===== config.mk =====
export PLATFORM = sky130hd
export DESIGN_NAME = spp_repacketizer
export DESIGN_NICKNAME = d
export VERILOG_FILES = /design/src/rtl/spp_repack_pkg.sv /design/src/rtl/spp_skid_reg.sv /design/src/rtl/spp_repacketizer.sv
export SDC_FILE = /design/constraint.sdc
export NUM_CORES = 1
export LEC_CHECK = 0
export ABC_CLOCK_PERIOD_IN_PS = 12800
export CORE_AREA = 2 2 85 87
export CTS_BUF_LIST = sky130_fd_sc_hd__clkbuf_8
export DETAILED_ROUTE_END_ITERATION = 6
export DIE_AREA = 0 0 87 89
export PLACE_DENSITY = 0.79
export SKIP_CTS_REPAIR_TIMING = 1
export SLEW_MARGIN = 0
export SYNTH_ARGS = -nofsm -noshare
export SYNTH_HDL_FRONTEND = slang
export SYNTH_SLANG_ARGS = --single-unit

===== constraint.sdc =====
create_clock -name clk -period 12.8 [get_ports clk]
set_clock_uncertainty 0.05 [all_clocks]
set_input_delay 2.56 -clock clk [delete_from_list [all_inputs] [get_ports clk]]
set_output_delay 2.56 -clock clk [all_outputs]
set_load 0.05 [all_outputs]

===== src/rtl/spp_repack_pkg.sv =====
// Shared constants for the SPP repacketizer: skid-buffer state encoding and statistics counter width.
package spp_repack_pkg;

  typedef enum logic [1:0] {
    BUF_EMPTY = 2'd0,
    BUF_ONE   = 2'd1,
    BUF_FULL  = 2'd2
  } buf_state_e;

  localparam int STAT_CNT_W = 32;

endpackage


===== src/rtl/spp_skid_reg.sv =====
// Two-entry registered skid buffer: one-cycle latency, full throughput, in_ready_o driven from a flop.
//
// state     | meaning
// BUF_EMPTY | no beat held, output idle
// BUF_ONE   | one beat in the output register
// BUF_FULL  | output register plus skid register occupied, input stalled
module spp_skid_reg
  import spp_repack_pkg::*;
#(
  parameter int DW = 17
) (
  input  logic          clk,
  input  logic          reset_n,
  input  logic          clear,
  input  logic [DW-1:0] in_data_i,
  input  logic          in_valid_i,
  output logic          in_ready_o,
  output logic [DW-1:0] out_data_o,
  output logic          out_valid_o,
  input  logic          out_ready_i
);

  buf_state_e    state_q, state_d;
  logic [DW-1:0] out_q, out_d;
  logic [DW-1:0] skid_q, skid_d;
  logic          ready_q, ready_d;
  logic          in_beat, out_beat;

  assign in_ready_o  = ready_q;
  assign out_data_o  = out_q;
  assign out_valid_o = (state_q != BUF_EMPTY);

  assign in_beat  = in_valid_i & ready_q;
  assign out_beat = out_valid_o & out_ready_i;

  always_ff @(posedge clk or negedge reset_n) begin
    if (!reset_n) begin
      state_q <= BUF_EMPTY;
      out_q   <= '0;
      skid_q  <= '0;
      ready_q <= 1'b0;
    end else begin
      state_q <= state_d;
      out_q   <= out_d;
      skid_q  <= skid_d;
      ready_q <= ready_d;
    end
  end

  always_comb begin
    state_d = state_q;
    out_d   = out_q;
    skid_d  = skid_q;
    if (clear) begin
      state_d = BUF_EMPTY;
      out_d   = '0;
      skid_d  = '0;
    end else begin
      unique case (state_q)
        BUF_EMPTY: begin
          if (in_beat) begin
            out_d   = in_data_i;
            state_d = BUF_ONE;
          end
        end
        BUF_ONE: begin
          if (in_beat && out_beat) begin
            out_d = in_data_i;
          end else if (in_beat) begin
            skid_d  = in_data_i;
            state_d = BUF_FULL;
          end else if (out_beat) begin
            state_d = BUF_EMPTY;
          end
        end
        BUF_FULL: begin
          // ready_q is low here, so no input beat can arrive alongside the drain
          if (out_beat) begin
            out_d   = skid_q;
            state_d = BUF_ONE;
          end
        end
        default: state_d = BUF_EMPTY;
      endcase
    end
    ready_d = (state_d != BUF_FULL);
  end

endmodule


===== src/rtl/spp_repacketizer.sv =====
// Restores packet framing after the variable-delay stage, splitting packets at max_spp samples.
// Optional statistics outputs (packet and forced-split counts) are enabled by SPP_REPACK_STATS_EN.
module spp_repacketizer
  import spp_repack_pkg::*;
#(
  parameter int WIDTH        = 16,
  parameter int MAX_LEN_LOG2 = 10
) (
  input  logic                    clk,
  input  logic                    reset_n,
  input  logic                    clear,
  input  logic [MAX_LEN_LOG2-1:0] max_spp,
  input  logic [WIDTH-1:0]        i_tdata,
  input  logic                    i_tlast,
  input  logic                    i_tvalid,
  output logic                    i_tready,
  output logic [WIDTH-1:0]        o_tdata,
  output logic                    o_tlast,
  output logic                    o_tvalid,
  input  logic                    o_tready
`ifdef SPP_REPACK_STATS_EN
  ,
  output logic [STAT_CNT_W-1:0]   o_pkt_count,
  output logic [STAT_CNT_W-1:0]   o_split_count
`endif
);

  localparam logic [MAX_LEN_LOG2-1:0] CNT_ONE = MAX_LEN_LOG2'(1);

  logic [MAX_LEN_LOG2-1:0] spp_count_q, spp_count_d;
  logic [MAX_LEN_LOG2-1:0] max_q, max_d;
  logic [MAX_LEN_LOG2-1:0] eff_max;
  logic                    in_beat, force_split, tag_last;
  logic [WIDTH:0]          buf_out;

  assign in_beat = i_tvalid & i_tready;

  // At packet start the live max_spp applies; afterwards the latched copy holds
  always_comb begin
    eff_max     = (spp_count_q == '0) ? max_spp : max_q;
    force_split = (eff_max != '0) && (spp_count_q == eff_max - CNT_ONE);
    tag_last    = i_tlast | force_split;
    spp_count_d = spp_count_q;
    max_d       = max_q;
    if (clear) begin
      spp_count_d = '0;
      max_d       = '0;
    end else if (in_beat) begin
      if (spp_count_q == '0) max_d = max_spp;
      spp_count_d = tag_last ? '0 : spp_count_q + CNT_ONE;
    end
  end

  always_ff @(posedge clk or negedge reset_n) begin
    if (!reset_n) begin
      spp_count_q <= '0;
      max_q       <= '0;
    end else begin
      spp_count_q <= spp_count_d;
      max_q       <= max_d;
    end
  end

  spp_skid_reg #(
    .DW(WIDTH + 1)
  ) u_skid (
    .clk        (clk),
    .reset_n    (reset_n),
    .clear      (clear),
    .in_data_i  ({tag_last, i_tdata}),
    .in_valid_i (i_tvalid),
    .in_ready_o (i_tready),
    .out_data_o (buf_out),
    .out_valid_o(o_tvalid),
    .out_ready_i(o_tready)
  );

  assign o_tlast = buf_out[WIDTH];
  assign o_tdata = buf_out[WIDTH-1:0];

`ifdef SPP_REPACK_STATS_EN
  logic                  out_beat;
  logic [STAT_CNT_W-1:0] pkt_q, pkt_d;
  logic [STAT_CNT_W-1:0] split_q, split_d;

  assign out_beat = o_tvalid & o_tready;

  always_comb begin
    pkt_d   = pkt_q;
    split_d = split_q;
    if (clear) begin
      pkt_d   = '0;
      split_d = '0;
    end else begin
      if (out_beat && o_tlast) pkt_d = pkt_q + STAT_CNT_W'(1);
      if (in_beat && force_split && !i_tlast) split_d = split_q + STAT_CNT_W'(1);
    end
  end

  always_ff @(posedge clk or negedge reset_n) begin
    if (!reset_n) begin
      pkt_q   <= '0;
      split_q <= '0;
    end else begin
      pkt_q   <= pkt_d;
      split_q <= split_d;
    end
  end

  assign o_pkt_count   = pkt_q;
  assign o_split_count = split_q;
`endif

endmodule

Word-level counts from Yosys, hierarchy flattened
Index checks and enable logic that the tools add are counted.
{"block": "totals", "out_inout_bits": 19, "wordCells": 51, "ff_bits": 57, "input_bits": 32}
{"block": "op_classes", "n_reduce_logical": 11, "eq_ne": 8, "bitwise": 3, "mux": 21, "n_addsub": 2}
{"operator": "2-to-1 mux 17 bit", "n": 7}
{"operator": "2-to-1 mux 10 bit", "n": 6}
{"operator": "case mux 17 bit (3 select lines)", "n": 1}
{"operator": "2-to-1 mux 2 bit", "n": 6}
{"operator": "adder 10 x 1 -> 10 bit (second input constant)", "n": 1}
{"operator": "== test 10 bit", "n": 1}
{"operator": "zero test 10 bit", "n": 1}
{"operator": "nonzero test 10 bit", "n": 1}
{"operator": "subtractor 10 x 1 -> 10 bit (second input constant)", "n": 1}
{"operator": "!= test 3 x 2 -> 1 bit (second input constant)", "n": 3}
{"operator": "case mux 2 bit (3 select lines)", "n": 1}
{"operator": "nonzero test 2 bit", "n": 3}
{"operator": "!= test 2 bit (second input constant)", "n": 2}
{"operator": "AND reduction 4 bit", "n": 1}
{"operator": "nonzero test 4 bit", "n": 1}
{"operator": "AND reduction 3 bit", "n": 1}
{"operator": "AND 1 bit", "n": 2}
{"operator": "== test 2 x 1 -> 1 bit (second input constant)", "n": 1}
{"operator": "== test 2 bit (second input constant)", "n": 1}
{"operator": "logical AND 1 bit", "n": 2}
{"operator": "zero test 2 bit", "n": 1}
{"operator": "OR 1 bit", "n": 1}

Depth between registers and ports, before layout
Gate-level depths: netlist of the first run.
{"block": "depth", "ltp_word": 10, "ltp_mapped": 16, "depth_no_buf": 14}

Cells and area by module
A second synthesis of the first run with hierarchy kept.
{"block": "hier_totals", "cells_unflattened": 334, "hier_area_um2": 3444.6}
{"module": "spp_repacketizer", "area_per_inst_um2": 1722.9, "n_inst": 1, "cells_each": 205, "seq_area_each_um2": 500.5}
{"module": "spp_skid_reg", "area_per_inst_um2": 1721.7, "n_inst": 1, "cells_each": 129, "seq_area_each_um2": 925.9}

Worst setup path before layout of the first run
Ideal clock, no wire load.
{"block": "synth_timing", "path_type": "in2reg", "startpoint": "input port max_spp[0]", "endpoint": "register spp_count_q[7]", "arrival_time_ps": 4869, "setup_ps": 118, "required_time_ps": 12632, "cell_stages": 11, "path_buffers": 1, "path_slack_ps": 7763, "cell_sequence": "mux2i_1 ha_1 nor3b_1 nand4_1 a22oi_1 o311a_1 o2111ai_1 o31ai_4 buf_6 o21ai_2 a21o_1"}
{"block": "synth_via", "elab_chain_len": 8, "word_cells_on_any_way": 9, "classes_between": "add/sub (1); eq/ne (1); mux (4); bitwise (1); reduce/logical (2)"}
{"element": "from (decl)", "line": "spp_repacketizer.sv:12", "text": "input logic [MAX_LEN_LOG2-1:0] max_spp,"}
{"element": "2-to-1 mux 10 bit *"}
{"element": "subtractor 10 x 1 -> 10 bit", "line": "spp_repacketizer.sv:41", "text": "force_split = (eff_max != '0) && (spp_count_q == eff_max - CNT_ONE);"}
{"element": "== test 10 bit", "line": "spp_repacketizer.sv:41"}
{"element": "logical AND 1 bit *", "line": "spp_repacketizer.sv:41"}
{"element": "OR 1 bit *", "line": "spp_repacketizer.sv:42", "text": "tag_last = i_tlast | force_split;"}
{"element": "2-to-1 mux 10 bit *", "line": "spp_repacketizer.sv:50", "text": "spp_count_d = tag_last ? '0 : spp_count_q + CNT_ONE;"}
{"element": "2-to-1 mux 10 bit *", "line": "spp_repacketizer.sv:48", "text": "end else if (in_beat) begin"}
{"element": "2-to-1 mux 10 bit *", "line": "spp_repacketizer.sv:45", "text": "if (clear) begin"}
{"element": "to (signal assigned)", "line": "spp_repacketizer.sv:59", "text": "spp_count_q <= spp_count_d;"}
{"element": "to (decl)", "line": "spp_repacketizer.sv:30", "text": "logic [MAX_LEN_LOG2-1:0] spp_count_q, spp_count_d;"}
Every way passes the cells marked *; elsewhere a longest branch is shown, timed or not. The select of a mux whose other input is x is not followed.
A chain may end at the register's enable or synchronous reset.

Worst setup path after layout of the first run
{"block": "layout_timing", "startpoint": "input port max_spp[0]", "endpoint": "register spp_count_q[8]"}
The elaborated chain is that of the path after synthesis.

==> results of run 1 <==
==> cell type report <==
class	count	area, µm²	area share
Multi-Input combinational cell	262	1870	0.449
Sequential cell	57	1430	0.343
Timing Repair Buffer	55	533	0.128
Clock buffer	10	138	0.0331
Tap cell	80	100	0.0241
Clock inverter	6	58.8	0.0141
Inverter	10	37.5	0.00903
==> sequential cells by signal, summed over array words and instances (netlist names) <==
register           cells
u_skid.state_q         2
u_skid.out_data_o     17
spp_count_q           10
u_skid.skid_q         17
u_skid.in_ready_o      1
max_q                 10
==> metrics by stage <==
step / util / hold slack [ns] / worst slack (ns) / instance area [µm²] / power, mW
4_1_cts: 0.619 / 0.423 / 7.20 / 4160 / 0.545
3_3_place_gp: 0.590 / 0.390 / 6.97 / 3960 / 0.371
3_5_place_dp: 0.590 / 0.407 / 6.84 / 3960 / 0.373
5_1_grt: 0.619 / 0.462 / 7.01 / 4160 / 0.566
6_report: 0.619 / 0.419 / 7.22 / 4160 / 0.541
2_1_floorplan: - / 0.380 / 7.76 / 3440 / 0.317
==> cell usage in the layout, fill, tap and decap left out, types with 5 or more instances in the layout <==
master           synthesis  routed
inv_1                    9      10
nand4_1                  5       5
nor4_1                   6       6
a211oi_1                19      19
xnor2_1                 10      10
o21ai_0                 19      19
a22o_1                  16      16
ha_1                     8       8
nand2_1                 23      23
buf_4                    0       5
nand3_1                  5       5
nand2b_1                 5       5
nor3_1                   5       5
dfrtp_1                 57      57
clkbuf_8                 0      10
a21o_1                   6       6
a31oi_1                  5       5
a21oi_1                 12      12
and3_1                   5       5
nor2_1                  33      33
mux2i_1                 26      26
nor3b_1                  9       9
clkdlybuf4s50_1          0      49
==> where the power goes <==
part	switching, mW	internal, mW
sequential	0.0117	0.196
clock	0.0763	0.0937
combinational	0.102	0.0606
==> path summary, 6_finish.rpt <==
check                           cells after the start                end               from
max in group asynchronous                           2           max_q[7]            reset_n
worst min-delay path                                2  u_skid.skid_q[16]  u_skid.skid_q[16]
min in group asynchronous                           2     spp_count_q[0]            reset_n
worst max-delay path                               11     spp_count_q[8]         max_spp[0]
worst min register to register                      2  u_skid.skid_q[16]  u_skid.skid_q[16]
worst max register to register                     14     spp_count_q[8]     spp_count_q[0]
==> tightest hold or removal path: cells and delay by family, from the launching register on <==
kind	cells	cell delay [ns]
AND/OR/NAND/NOR	2	0.10
flip-flops	1	0.34
==> layer usage <==
metal	routed length (µm)	share of wire
met2	4050	0.48
met1	3800	0.45
met4	145	0.017
met5	0	0
met3	506	0.060
==> logic make-up after synthesis <==
family	Yosys count	share of synthesized area
mux	26	0.0757
flops	57	0.415
simple gates	113	0.181
compound gates	103	0.223
fa+ha+maj	8	0.0291
buf+inv	33	0.0437
xor+xnor	12	0.0328
==> metrics.md, run 1 <==
| Metric | Value |
|---|---|
| Via/cell ratio | `6.11` |
| Vias in the first global route | `2814` |
| GRT Total Usage | `0.231` |
| Met2 Usage GRT | `0.366` |
| Antenna cells | `0` |
| Syn Inst Count | `352` |
| Flop2flop setup slack | `8.02 ns` |
| Maximum clock frequency | `179 MHz` |
| GRT overflow | `0` |
| Iter 0 DRT Violations | `193` |
| Kind of end point of the critical path | `flop` |
| Top delay family on crit path | `compound AO/OA/AOI/OAI gates` |
| Fin crit period | `5.58 ns` |
| Top post-synthesis cells by count | `dfrtp_1, nor2_1, mux2i_1` |
| Syn_nets | `392` |
| Number of synthesized flops with an enable pin | `0` |
| Static leakage | `1.80 nW` |
| Largest net degree at the start of global routing | `58` |
| Slew headroom | `0.244` |
| Synth top area cells | `dfrtp_1, mux2i_1, a211oi_1, a22o_1, nor2_1` |
| Die width | `87 µm` |
| Worst Path Class, Setup | `in -> reg` |
| Largest area contributor in the netlist | `dfrtp_1` |
| Final Non-Filler Cells | `480` |
| Most numerous cell in the Yosys netlist | `dfrtp_1` |
| Syn avg cell area | `9.76 µm²` |
| Top_reg_cell synth | `dfrtp_1` |
| Worst min-delay path class | `reg -> reg` |
| Sequential area share after synthesis | `0.415` |
| Routability cong. | `0.994` |
| Detailed-route DRC error count | `0` |
| Register bit total from synthesis | `57` |
| Die area | `7740 µm²` |
| CTS tree | `yes` |
| Row cnt | `30` |
| Post-synth ARST share | `1.00` |
| Initial antenna violation count | `0` |
| Critical path peak fanout | `17` |
| Setup TNS | `0 ns` |
| Layout cells sized above 1 | `0.0875` |
| Critical path required time | `12.97 ns` |
| Final Hold Viols | `0` |
| Core Area | `6720 µm²` |
| M3 GR Usage | `0.0545` |
| DR vias | `2935` |
| Global Route met1 Usage | `0.308` |
| Nets | `435` |
| Root Buffer Master | `clkbuf_8` |
| Cell count after placement | `464` |
| Max-Cap Viols | `0` |
| Crit path buffers/inverters | `1` |
| PortBufs | `50` |
| Tightest Pin Transition | `1.13 ns` |
| Clock Tree Buf Depth | `2` |
| Count of cell types in the netlist | `59` |
| First-pass GRT wire length | `13.9 mm` |
| Largest stage delay, worst path | `0.63 ns` |
| Busiest grt layer | `met2` |
| Startpoint Class | `input pin` |
| PwrDens | `130 nW/µm²` |
| VDD IR max | `0.0904 mV` |
| Mapped Area | `3440 µm²` |
| Critical-path cell list | `clkdlybuf4s50_1, mux2i_1, ha_1, nor3b_1, nand4_1, a22oi_1, o311a_1, o2111ai_1, o31ai_4, nor2_1, a211o_1` |
| Clk slew on worst S/H paths | `0.06 ns` |
| RSZ-0062 raised after global routing | `false` |
| HPWL after DPL | `5.86 mm` |
| Number of fill cells in the layout | `553` |
| Starting Density | `0.511` |
| Final setup viols | `0` |
| Period utilization | `0.436` |
| Slowest CP cell | `o31ai_4` |
| Synth-to-layout area growth | `21.0%` |
| Drt first pass iters | `4` |
| Sink Count | `57` |
| Max-slew violation count | `0` |
| Post-synth top area share | `0.415` |
| I/O pin cnt | `51` |
| H-tree depth | `3` |
| DR WL/cell | `17.7 µm` |
| Critical path arrival | `5.75 ns` |
| DRT antenna net count | `0` |
| Die Height | `89 µm` |
| Synth warn | `0` |
| Total CTS buffers | `9` |
| Clk_lat worst skew | `0.34 ns` |
| Status | `finished, final reports clean` |
| Total wire length | `8.50 mm` |
(Power assumes the default switching activity.)
==> inputs of run 2 (changes only) <==
- ABC_CLOCK_PERIOD_IN_PS: 12800 -> 4900
- CORE_AREA: 2 2 85 87 -> 2 2 86 88
- DIE_AREA: 0 0 87 89 -> 0 0 88 90
- PLACE_DENSITY: 0.79 -> 0.81
- clock period: 12.8 -> 4.9 ns (I/O delays scaled with it)
==> run 2 against run 1 <==
Power grew to 2.5 times the previous value. Count of clock-buffer cells in the layout stayed put. Flip-flop and latch count is the same. Hold slack is essentially flat. Critical endpoint is now spp_count_q[6]. Highest routed layer unchanged.
==> metrics.md, run 2 (same netlist as run 1, synthesis figures left out) <==
| Metric | Value |
|---|---|
| Status | `finished, final reports clean (unchanged)` |
| Critical path peak fanout | `17 (unchanged)` |
| Sink Count | `57 (unchanged)` |
| First-pass GRT wire length | `14.5 mm (was 13.9 mm)` |
| Worst Setup EP | `spp_count_q[6] (was spp_count_q[8])` |
| Routability cong. | `0.971 (was 0.994)` |
| Clock Tree Buf Depth | `2 (unchanged)` |
| Max-Cap Viols | `0 (unchanged)` |
| Final setup viols | `0 (unchanged)` |
| Drt first pass iters | `4 (unchanged)` |
| Commonest non-fill, non-tap cell in the layout | `dfrtp_1 (unchanged)` |
| Critical path required time | `5.07 ns (was 12.97 ns)` |
| Reg2reg path depth | `13 (was 14)` |
| PwrDens | `326 nW/µm² (was 130 nW/µm²)` |
| RR Startpoint | `spp_count_q[7] (was spp_count_q[0])` |
| Initial antenna violation count | `0 (unchanged)` |
| Detailed-route DRC error count | `0 (unchanged)` |
| RR Endpoint | `spp_count_q[6] (was spp_count_q[8])` |
| Kind of end point of the critical path | `flop (unchanged)` |
| PortBufs | `50 (unchanged)` |
| Static leakage | `1.79 nW (was 1.80 nW)` |
| Total wire length | `8.56 mm (was 8.50 mm)` |
| GRT Total Usage | `0.232 (was 0.231)` |
| Die width | `88 µm (was 87 µm)` |
| Number of fill cells in the layout | `623 (was 553)` |
| Maximum clock frequency | `224 MHz` |
| Slowest CP cell | `or4_1 (was o31ai_4)` |
| Synth-to-layout area growth | `21.0% (unchanged)` |
| DR vias | `2944 (was 2935)` |
| Critical path arrival | `4.62 ns (was 5.75 ns)` |
| Period utilization | `0.909` |
| Core Area | `7020 µm² (was 6720 µm²)` |
| Multi-input gate area | `1870 µm² (unchanged)` |
| Vias in the first global route | `2893 (was 2814)` |
| VDD IR max | `0.209 mV (was 0.0904 mV)` |
| Largest net degree at the start of global routing | `58 (unchanged)` |
| Largest stage delay, worst path | `0.74 ns (was 0.63 ns)` |
| Slew headroom | `0.211 (was 0.244)` |
| CP Depth | `13 (was 11)` |
| Worst Path Class, Setup | `reg -> reg (was in -> reg)` |
| Crit path launch | `spp_count_q[7] (was max_spp[0])` |
| Net Sw Frac | `0.362 (was 0.352)` |
| Total CTS buffers | `9 (unchanged)` |
| Root Buffer Master | `clkbuf_8 (unchanged)` |
| Gate power share | `0.315 (was 0.301)` |
| Commonest non-fill, non-tap cells in the layout | `dfrtp_1, clkdlybuf4s50_1, nor2_1 (unchanged)` |
| DRT antenna net count | `0 (unchanged)` |
| RSZ-0062 raised after global routing | `false (unchanged)` |
| Max-slew violation count | `0 (unchanged)` |
| Crit path buffers/inverters | `1 (unchanged)` |
| Layout cells sized above 1 | `0.0875 (unchanged)` |
| Via/cell ratio | `5.90 (was 6.11)` |
| Top delay family on crit path | `compound AO/OA/AOI/OAI gates (unchanged)` |
| Antenna cells | `0 (unchanged)` |
| Worst min-delay path class | `reg -> reg (unchanged)` |
| Fin crit period | `4.45 ns` |
| FF+latch area | `1430 µm² (unchanged)` |
| Clk pwr share | `0.283 (was 0.314)` |
| Die Height | `90 µm (was 89 µm)` |
| P_sw | `490 µW (was 190 µW)` |
| P_int | `865 µW (was 350 µW)` |
| H-tree depth | `3 (unchanged)` |
| Clk slew on worst S/H paths | `0.07 ns (was 0.06 ns)` |
| Nets | `435 (unchanged)` |
| DR WL/cell | `17.2 µm (was 17.7 µm)` |
| Clk_lat worst skew | `0.33 ns (was 0.34 ns)` |
| Iter 0 DRT Violations | `142 (was 193)` |
| I/O pin cnt | `51 (unchanged)` |
| Final Hold Viols | `0 (unchanged)` |
| Setup TNS | `0 ns (unchanged)` |
| Reg power frac | `0.402 (was 0.384)` |
| Die area | `7920 µm² (was 7740 µm²)` |
| Tot Pwr | `1.35 mW (was 541 µW)` |
| Core Util, Final | `0.592 (was 0.619)` |
| GRT overflow | `0 (unchanged)` |
| Tightest Pin Transition | `1.18 ns (was 1.13 ns)` |
| Critical-path cell list | `or4_1, nor3_4, mux2i_1, buf_4, ha_1, nor3b_1, nand4_1, a22oi_1, o311a_1, o2111ai_1, o31ai_4, o21ai_0, a21o_1 (was clkdlybuf4s50_1, mux2i_1, ha_1, nor3b_1, nand4_1, a22oi_1, o311a_1, o2111ai_1, o31ai_4, nor2_1, a211o_1)` |
| HPWL after DPL | `5.83 mm (was 5.86 mm)` |
| Startpoint Class | `flop (was input pin)` |
| Starting Density | `0.489 (was 0.511)` |
| Flop2flop setup slack | `0.45 ns (was 8.02 ns)` |
| CTS tree | `yes (unchanged)` |
| Row cnt | `31 (was 30)` |
-- run 2: changes by cell type in the layout (fill, tap and decap cells not counted), sizes merged --
| cell | before | now |
|---|---|---|
| bufinv | 1 | 0 |
| clkinv | 3 | 5 |
| clkinvlp | 2 | 1 |
-- run 2: how the worst min path moves through the flow --
stage	start	endpoint	slack, ns	cells past startpoint
floorplan	u_skid.skid_q[16]	u_skid.skid_q[16]	0.38	2
finish	u_skid.skid_q[16]	u_skid.skid_q[16]	0.42	2
global route	u_skid.skid_q[16]	u_skid.skid_q[16]	0.46	2
global placement	u_skid.skid_q[16]	u_skid.skid_q[16]	0.40	2
detailed placement	u_skid.skid_q[16]	u_skid.skid_q[16]	0.40	2
CTS	u_skid.skid_q[16]	u_skid.skid_q[16]	0.42	2
-- run 2: per-stage QoR --
stage               cells  worst slack (ns)  cell area, µm²  hold WS [ns]
global placement      483             0.508            3990         0.396
floorplan             352             0.749            3440         0.380
detailed placement    483             0.433            3990         0.405
CTS                   499             0.407            4160         0.422
finish                499             0.446            4160         0.419
global route          499            0.0536            4160         0.463
-- run 2: power by group through the flow --
| stage | Clock [mW] | Combinational [mW] | Sequential (mW) |
|---|---|---|---|
| floorplan | 0 | 0.189 | 0.640 |
| global placement | 0 | 0.421 | 0.550 |
| detailed placement | 0 | 0.427 | 0.551 |
| CTS | 0.394 | 0.429 | 0.544 |
| global route | 0.417 | 0.460 | 0.550 |
| finish | 0.383 | 0.427 | 0.544 |
-- run 2: worst min-delay path, stage by stage (launching register included) --
cell,delay (ns)
dfrtp_1,0.34
nand2_1,0.05
nand2_1,0.05
-- run 2: routing by layer --
| metal | up-vias | routed length, µm | share of wire | track usage |
|---|---|---|---|---|
| li1 | 1399 | - | - | - |
| met1 | 1473 | 3970 | 0.46 | 0.334 |
| met2 | 68 | 4130 | 0.48 | 0.342 |
| met3 | 4 | 419 | 0.049 | 0.0597 |
| met4 | 0 | 38 | 0.0044 | 0.0705 |
| met5 | - | 0 | 0 | 0 |
-- run 2: final cells by class --
cell class,count,area share
tap,99,0.0298
multi-input combinational,262,0.449
timing repair buffer,55,0.128
sequential,57,0.343
clock inverter,6,0.00842
clock buffer,10,0.0331
inverter,10,0.00903
